===== src/rtl/conv_pkg.sv =====
// ---------------------------------------------------------------------------
// conv_pkg
// Shared definitions for the pipelined convolution MAC:
//   - default pixel/weight width (taken from `Pixel_DataSize when defined)
//   - output/accumulator width function and channel-counter width function
//   - per-stage control bundle carried alongside the datapath
//   - CONV_TAP macro: slice tap <idx> of width <w> out of a flat tap vector
// ---------------------------------------------------------------------------
`ifndef Pixel_DataSize
`define Pixel_DataSize 8
`endif

`ifndef CONV_TAP
`define CONV_TAP(vec, idx, w) vec[(idx)*(w) +: (w)]
`endif

package conv_pkg;

  localparam int DW_DEF = `Pixel_DataSize;

  // Signed result width: full product, growth of the KN-tap sum, growth of the
  // channel accumulation, plus one bit so no combination of operands overflows.
  function automatic int ow_calc(input int dw, input int kn, input int nch);
    return 2 * dw + $clog2(kn) + $clog2(nch) + 1;
  endfunction

  // Channel counter width; a single-channel build still needs a 1-bit counter.
  function automatic int cnt_w(input int nch);
    return (nch > 1) ? $clog2(nch) : 1;
  endfunction

  // Control travelling with each window through the pipeline.
  typedef struct packed {
    logic v;     // stage holds a real window
    logic last;  // window is the last channel of its group
    logic relu;  // relu_en sampled when the window was accepted
  } stage_ctl_t;

endpackage


===== src/rtl/conv_add_tree.sv =====
// ---------------------------------------------------------------------------
// conv_add_tree
// Balanced signed adder tree over KN products with a registered output.
// Ports:
//   clk      in   clock
//   rst      in   synchronous active-high reset (clears the sum register)
//   en       in   register update enable (pipeline not stalled)
//   prod_in  in   KN*PW flat signed products, tap i at [i*PW +: PW]
//   sum_out  out  OW-bit signed registered sum
// ---------------------------------------------------------------------------
module conv_add_tree
  import conv_pkg::*;
#(
  parameter int KN = 9,
  parameter int PW = 16,
  parameter int OW = 23
) (
  input  logic               clk,
  input  logic               rst,
  input  logic               en,
  input  logic [KN*PW-1:0]   prod_in,
  output logic [OW-1:0]      sum_out
);

  // Leaves padded with zeros up to the next power of two; node j sums 2j and 2j+1.
  localparam int NP = 1 << $clog2(KN);

  logic signed [OW-1:0] node [2*NP];
  logic signed [OW-1:0] sum_d;
  logic signed [OW-1:0] sum_q;

  // Sign-extend every product into a leaf and reduce pairwise to the root.
  always_comb begin
    node = '{default: '0};
    for (int i = 0; i < NP; i++) begin
      if (i < KN) begin
        node[NP + i] = OW'($signed(`CONV_TAP(prod_in, i, PW)));
      end else begin
        node[NP + i] = '0;
      end
    end
    for (int j = NP - 1; j >= 1; j--) begin
      node[j] = node[2*j] + node[2*j + 1];
    end
    sum_d = node[1];
  end

  // Sum register; frozen while the pipeline is stalled.
  always_ff @(posedge clk) begin
    if (rst) begin
      sum_q <= '0;
    end else if (en) begin
      sum_q <= sum_d;
    end else begin
      sum_q <= sum_q;
    end
  end

  assign sum_out = sum_q;

endmodule


===== src/rtl/conv_mac_pipe.sv =====
// ---------------------------------------------------------------------------
// conv_mac_pipe
// Pipelined KN-tap convolution MAC accumulating NUM_CH channels per result.
//   S1: per-tap signed multiply against the weight bank (registered)
//   S2: adder tree (conv_add_tree, registered)
//   S3: channel accumulator and output register with optional ReLU
// The whole pipeline freezes while a result is held unaccepted.
// Ports:
//   clk, rst             clock, synchronous active-high reset
//   w_w, w_in            weight bank write strobe and KN*DW signed weights
//   if_valid, if_ready   ifmap window handshake; if_in is KN*DW signed taps
//   relu_en              ReLU select, taken with the last-channel window
//   out_valid, out_ready result handshake; out is OW-bit signed result
// ---------------------------------------------------------------------------
module conv_mac_pipe
  import conv_pkg::*;
#(
  parameter int DW     = DW_DEF,
  parameter int KN     = 9,
  parameter int NUM_CH = 4,
  localparam int OW    = ow_calc(DW, KN, NUM_CH)
) (
  input  logic              clk,
  input  logic              rst,
  input  logic              w_w,
  input  logic [KN*DW-1:0]  w_in,
  input  logic              if_valid,
  output logic              if_ready,
  input  logic [KN*DW-1:0]  if_in,
  input  logic              relu_en,
  output logic              out_valid,
  input  logic              out_ready,
  output logic [OW-1:0]     out
);

  localparam int PW = 2 * DW;
  localparam int CW = cnt_w(NUM_CH);

  logic [KN*DW-1:0]     w_q, w_d;
  logic [CW-1:0]        ch_cnt_q, ch_cnt_d;
  logic [KN*PW-1:0]     prod_q, prod_d;
  stage_ctl_t           ctl1_q, ctl1_d;
  stage_ctl_t           ctl2_q, ctl2_d;
  logic signed [OW-1:0] acc_q, acc_d;
  logic signed [OW-1:0] out_q, out_d;
  logic                 out_valid_q, out_valid_d;

  logic                 stall;
  logic                 adv;
  logic                 accept;
  logic                 last_ch;
  logic [OW-1:0]        sum_s;
  logic signed [OW-1:0] res_s;

  // Weight bank next state; writes never wait for the pipeline.
  always_comb begin
    w_d = w_q;
    if (w_w) begin
      w_d = w_in;
    end else begin
      w_d = w_q;
    end
  end

  // Handshake, channel counter and multiplier stage.
  always_comb begin
    stall    = out_valid_q & ~out_ready;
    adv      = ~stall;
    accept   = if_valid & adv;
    last_ch  = (ch_cnt_q == CW'(NUM_CH - 1));
    ch_cnt_d = ch_cnt_q;
    prod_d   = prod_q;
    ctl1_d   = ctl1_q;
    if (accept) begin
      if (last_ch) begin
        ch_cnt_d = '0;
      end else begin
        ch_cnt_d = ch_cnt_q + CW'(1);
      end
    end else begin
      ch_cnt_d = ch_cnt_q;
    end
    if (adv) begin
      // w_q is the pre-write bank, so a same-cycle w_w only affects later windows.
      for (int i = 0; i < KN; i++) begin
        `CONV_TAP(prod_d, i, PW) = PW'($signed(`CONV_TAP(if_in, i, DW)))
                                 * PW'($signed(`CONV_TAP(w_q, i, DW)));
      end
      ctl1_d.v    = if_valid;
      ctl1_d.last = last_ch;
      ctl1_d.relu = relu_en;
    end else begin
      prod_d = prod_q;
      ctl1_d = ctl1_q;
    end
  end

  // Control follows the adder tree register.
  always_comb begin
    ctl2_d = ctl2_q;
    if (adv) begin
      ctl2_d = ctl1_q;
    end else begin
      ctl2_d = ctl2_q;
    end
  end

  // Accumulator and output register; acc is zero at every group start, so the
  // first channel needs no special case.
  always_comb begin
    res_s       = acc_q + $signed(sum_s);
    acc_d       = acc_q;
    out_d       = out_q;
    out_valid_d = out_valid_q;
    if (adv) begin
      if (ctl2_q.v) begin
        if (ctl2_q.last) begin
          acc_d       = '0;
          out_d       = (ctl2_q.relu && res_s[OW-1]) ? '0 : res_s;
          out_valid_d = 1'b1;
        end else begin
          acc_d       = res_s;
          out_valid_d = 1'b0;
        end
      end else begin
        // Either nothing was pending or the consumer just took it.
        out_valid_d = 1'b0;
      end
    end else begin
      acc_d       = acc_q;
      out_d       = out_q;
      out_valid_d = out_valid_q;
    end
  end

  // State registers.
  always_ff @(posedge clk) begin
    if (rst) begin
      w_q         <= '0;
      ch_cnt_q    <= '0;
      prod_q      <= '0;
      ctl1_q      <= '0;
      ctl2_q      <= '0;
      acc_q       <= '0;
      out_q       <= '0;
      out_valid_q <= 1'b0;
    end else begin
      w_q         <= w_d;
      ch_cnt_q    <= ch_cnt_d;
      prod_q      <= prod_d;
      ctl1_q      <= ctl1_d;
      ctl2_q      <= ctl2_d;
      acc_q       <= acc_d;
      out_q       <= out_d;
      out_valid_q <= out_valid_d;
    end
  end

  conv_add_tree #(
    .KN (KN),
    .PW (PW),
    .OW (OW)
  ) u_add_tree (
    .clk     (clk),
    .rst     (rst),
    .en      (adv),
    .prod_in (prod_q),
    .sum_out (sum_s)
  );

  assign if_ready  = adv;
  assign out_valid = out_valid_q;
  assign out       = out_q;

endmodule

===== config.mk =====
export PLATFORM = sky130hd
export DESIGN_NAME = conv_mac_pipe
export DESIGN_NICKNAME = d
export VERILOG_FILES = /design/src/rtl/conv_pkg.sv /design/src/rtl/conv_add_tree.sv /design/src/rtl/conv_mac_pipe.sv
export SDC_FILE = /design/constraint.sdc
export NUM_CORES = 2
export LEC_CHECK = 0
export CORE_MARGIN = 2
export CORE_UTILIZATION = 55
export DETAILED_ROUTE_END_ITERATION = 10
export PLACE_DENSITY = 0.82
export SLEW_MARGIN = 5
export SYNTH_ARGS = -nofsm -noshare
export SYNTH_HDL_FRONTEND = slang
export SYNTH_HIERARCHICAL = 1
export SYNTH_SLANG_ARGS = --single-unit

===== constraint.sdc =====
create_clock -name clk -period 7.4 [get_ports clk]
set_input_delay 2.22 -clock clk [delete_from_list [all_inputs] [get_ports clk]]
set_output_delay 2.22 -clock clk [all_outputs]
set_load 0.05 [all_outputs]

Word level (Yosys, flattened, before mapping)
Cells that the tools add are included.
W data, S select, Z words.
Word-level totals
  bits in registers: 294
  input bits: 150
  output and inout port bits: 25
  logic and storage cells: 45
Cells by class
  $add $sub $neg: 10
  $mul: 9
  equality and inequality tests: 1
  multiplexer cells: 5
  bitwise gates (word level): 4
  reductions and logical operators: 3
Operator list (number)
  $mul A8 B8 Y16: 9
  $add A23 B23 Y23: 4
  $add A16 B16 Y17: 4
  $mux W23: 2
  $add A23 B16 Y23: 1
  $reduce_and A3 Y1: 1
  $add A2 B1 Y2 const B: 1
  $and A1 B1 Y1: 2
  $eq A2 B2 Y1 const B: 1
  $mux W1: 2
  $mux W2: 1
  $not A1 Y1: 2
  $reduce_and A2 Y1: 1
  $logic_and A1 B1 Y1: 1

Depth between registers and ports, before layout
  depth after elaboration: 4
  mapped depth: 24
  gate-level depth less buffers: 23

Cells and area by module
The synthesis kept the hierarchy.
By module, submodules not included
  conv_mac_pipe: times used 1, cells an instance 3612, area each 32428.6 um^2, seq. area each 5425.2 um^2
  conv_add_tree: times used 1, cells an instance 676, area each 5713.0 um^2, seq. area each 460.4 um^2

Worst setup path after synthesis
OpenSTA, ideal clock, no wires.
  kind: input-to-reg
  start point: in if_in[61]
  end point: reg prod_q[127]
  setup time: 0.062 ns
  data arrival time: 5.983 ns
  data required time: 7.338 ns
  path slack: 1.355 ns
  stages: 16
  buffers on the path: 0
  cells stage by stage: and2_1 fa_1 inv_1 fa_1 inv_1 fa_1 inv_1 fa_1 inv_1 ha_1 a21oi_1 o21ai_0 nand2_1 o2111a_1 or4_1 nand3_1
Between the ends
  cells in the longest elaborated chain, start to end: 1
Ends and longest elaborated chain
  start: declaration: RTL line conv_mac_pipe.sv:29  | input logic [KN*DW-1:0] if_in,
  $mul A8 B8 Y16: RTL line conv_mac_pipe.sv:86  | `CONV_TAP(prod_d, i, PW) = PW'($signed(`CONV_TAP(if_in, i, DW)))
  end signal: assignment: RTL line conv_mac_pipe.sv:150  | prod_q <= prod_d;
  end: declaration: RTL line conv_mac_pipe.sv:41  | logic [KN*PW-1:0] prod_q, prod_d;
Every way passes these cells.
A chain may end at the register's enable or synchronous reset.

Final worst setup path
  start point: reg prod_q[96]
  end point: reg u_add_tree.sum_q[19] (netlist: u_add_tree/sum_out[19])
Between the ends
  cells in the longest elaborated chain, start to end: 4
Ends and longest elaborated chain
  $add A16 B16 Y17: RTL line conv_add_tree.sv:43  | node[j] = node[2*j] + node[2*j + 1];
  $add A23 B23 Y23 (2 in series): RTL line conv_add_tree.sv:43
  $add A23 B16 Y23: RTL line conv_add_tree.sv:43
  end signal: assignment: RTL line conv_add_tree.sv:53  | sum_q <= sum_d;
  end signal: assignment: RTL line conv_add_tree.sv:55  | sum_q <= sum_q;
  end: declaration: RTL line conv_add_tree.sv:30  | logic signed [OW-1:0] sum_q;
Every way passes these cells.

==> reports/metrics.cfg <==
[status]
outcome = finished clean

[final_layout]
multiInputGateArea_um2 = 28500
seq_area_um2 = 5890
nFillCells = 5674
fin_util = 0.613
area_delta_synth_final_pct = 10.2
final_cells = 5379
design_area_um2 = 42000
drive_gt1_frac = 0.0320
finalNetCount = 5486

[place]
pre_cts_slack_ps = 514
placed_cell_area_um2 = 40800
gp_congestion = 0.922
io_buffer_count = 174
hpwl_um = 68200
numPlacedInstances = 5307

[yosys]
synth_area_leaders = fa_1 (31%), dfxtp_1 (15%), ha_1 (11%)
synth_top_area_cell = fa_1
synth_common_cells = inv_1 (899), fa_1 (582), and2_1 (379), ha_1 (338), nand2_1 (333)
synthDistinctLibCells = 83
synth_edf_count = 0
ys_seq_area_frac = 0.154
yosys.cell_count.top_type = inv_1
synthCells = 4288
syn_nets = 5358
ys_seq_elements = 294
syn_area_per_cell_um2 = 8.89
synth_top_area_frac = 0.305
syn_area_um2 = 38100
yosys_most_used_dff = dfxtp_1
async_reset_ff_frac = 0
ys_warn_count = 6

[drt]
drc = 0
dr.pass1.iters = 5
vias = 28700
drt_iter0_markers = 1587
wire_per_inst_um = 15.8
wl_um = 84900
viasPerCell = 5.34
ant_nets = 0

[critical_path]
criticalPathCategory = flop to flop
cp_num_buf_inv = 2
crit_fanout = 9
path_common_cell = fa_1
crit_chain = ha_1 -> inv_1 -> fa_1 -> nor2b_1 -> o31a_1 -> o21ai_1 -> o31ai_1 -> o311ai_0 -> a22oi_1 -> fa_1 -> fa_1 -> fa_1 -> inv_1 -> fa_1 -> ha_1 -> nand2_1 -> or3_1 -> o311ai_0 -> nand2_1 -> o311ai_1
critPathRequiredTime_ps = 7870
critPathCaptureType = flop
worstSetupStartpointType = flop
path_delay_family = adder cells
slowest_stage = fa_1
cpPeakStageDelay_ps = 620
cp.arrival_ps = 7370

[grt]
track_usage = 0.247
grt_overflow = 0
grt_pass1_vias = 29600
grt_max_degree = 188
antenna_found_initial = 4
grt_pass1_wl_um = 144000

[sta]
finalSetupTns_ps = 0
rsz0062_at_grt = no
layout_min_cycle_time_ps = 6900
relSlewSlack = 0.278
period_share = 0.933
hold_violations = 0
hold_slack_ps = 453
setup_viol = 0
worst_pin_slew_ps = 1080
drv_slew = 0
skew_ps = 35.9
setup_ws_ps = 499
fmax_ghz = 0.145

[clock_tree]
clock_latency_ps = 570
cts_resized = 0
htree_levels = 2
cts_sinks = 294
path_clk_slew_ps = 60
cts_max_path_buffers = 3
holdBufCountCts = 0
cts_made_buffers = 38
post_cts_buffers = 0
cts_tree = done
cts_root_buf = clkbuf_16

[floorplan]
die_w_um = 267
die-area_um2 = 71500
dieHeight_um = 267
rows = 96
coreArea_um2 = 68600
floorplan.initialDensity = 0.556
io_pins = 175

[worst_hold_path]
hold_class = flop to flop

[power_and_ir_drop]
leakage_nw = 20.3
power.total_mw = 16.9
peakVddDrop_mv = 1.26
p_per_area_nw_per_um2 = 403

[job]
drv_cap = 0

==> logic make-up after synthesis <==
logic type / share of synthesized area
AO/OA/AOI/OAI: 0.103
adder cells (fa/ha/maj): 0.416
XOR/XNOR: 0.0377
flip-flops: 0.154
buffers and inverters: 0.0987
AND/OR/NAND/NOR: 0.166
multiplexers: 0.0236
==> registers in the layout, indices dropped and copies added (netlist names) <==
signal	count
acc_q	23
ch_cnt_q	2
ctl1_q	3
ctl2_q	3
out	23
out_valid	1
prod_q	144
u_add_tree/sum_out	23
w_q	72
==> where the power goes <==
group,switching (mW),internal [mW]
combinational,7.70,5.15
sequential,0.267,1.95
clock,0.788,1.08
==> worst reg2reg max path, stage by stage, from the launching register on <==
cell	delay, ps
dfxtp_1	420
ha_1	260
inv_1	70
fa_1	400
nor2b_1	170
o31a_1	160
o21ai_1	80
o31ai_1	500
o311ai_0	220
a22oi_1	480
fa_1	540
fa_1	530
fa_1	620
inv_1	80
fa_1	470
ha_1	460
nand2_1	170
or3_1	380
o311ai_0	580
nand2_1	110
o311ai_1	110
==> path summary, 6_finish.rpt <==
check                  start                     end  slack (ps)  depth (start not counted)
setup reg to reg  prod_q[96]  u_add_tree/sum_out[19]         500                         20
hold reg to reg   prod_q[59]              prod_q[59]         450                          2
hold / removal    prod_q[59]              prod_q[59]         450                          2
setup / recovery  prod_q[96]  u_add_tree/sum_out[19]         500                         20
==> layout make-up <==
cell class	count	share of cell area
antenna	4	0.000238
clock buffer	48	0.0247
clock inverter	20	0.00488
inverter	901	0.0806
multi-input combinational	2997	0.678
sequential	294	0.140
tap	931	0.0277
timing repair buffer	184	0.0439
==> metal layers <==
metal / track usage / routed length (um)
met1: 0.325 / 37100
met2: 0.426 / 41600
met3: 0.0306 / 3870
met4: 0.0727 / 2340
met5: 0 / 0
==> cells in the final DEF (no fill, tap or decap), types with 9 or more instances in the layout <==
master / n
nor4b_1: 11
a31oi_1: 30
nand2_1: 333
dfxtp_1: 294
or3_1: 17
o211ai_1: 28
nor2_1: 195
and2_1: 379
fa_1: 582
mux2i_1: 81
nor3_1: 53
o31ai_1: 11
a22o_1: 21
xor2_1: 40
clkbuf_16: 39
and3_1: 21
or2_2: 24
xnor2_1: 124
o21ai_0: 78
a22oi_1: 20
inv_1: 898
nor2b_1: 65
nor3b_1: 18
ha_1: 338
nand2b_1: 21
nand3_1: 61
a21oi_1: 204
clkdlybuf4s50_1: 172
a211oi_1: 25
buf_4: 9
a21o_1: 38
o21bai_1: 20
o21a_1: 38
(Power assumes the default switching activity.)
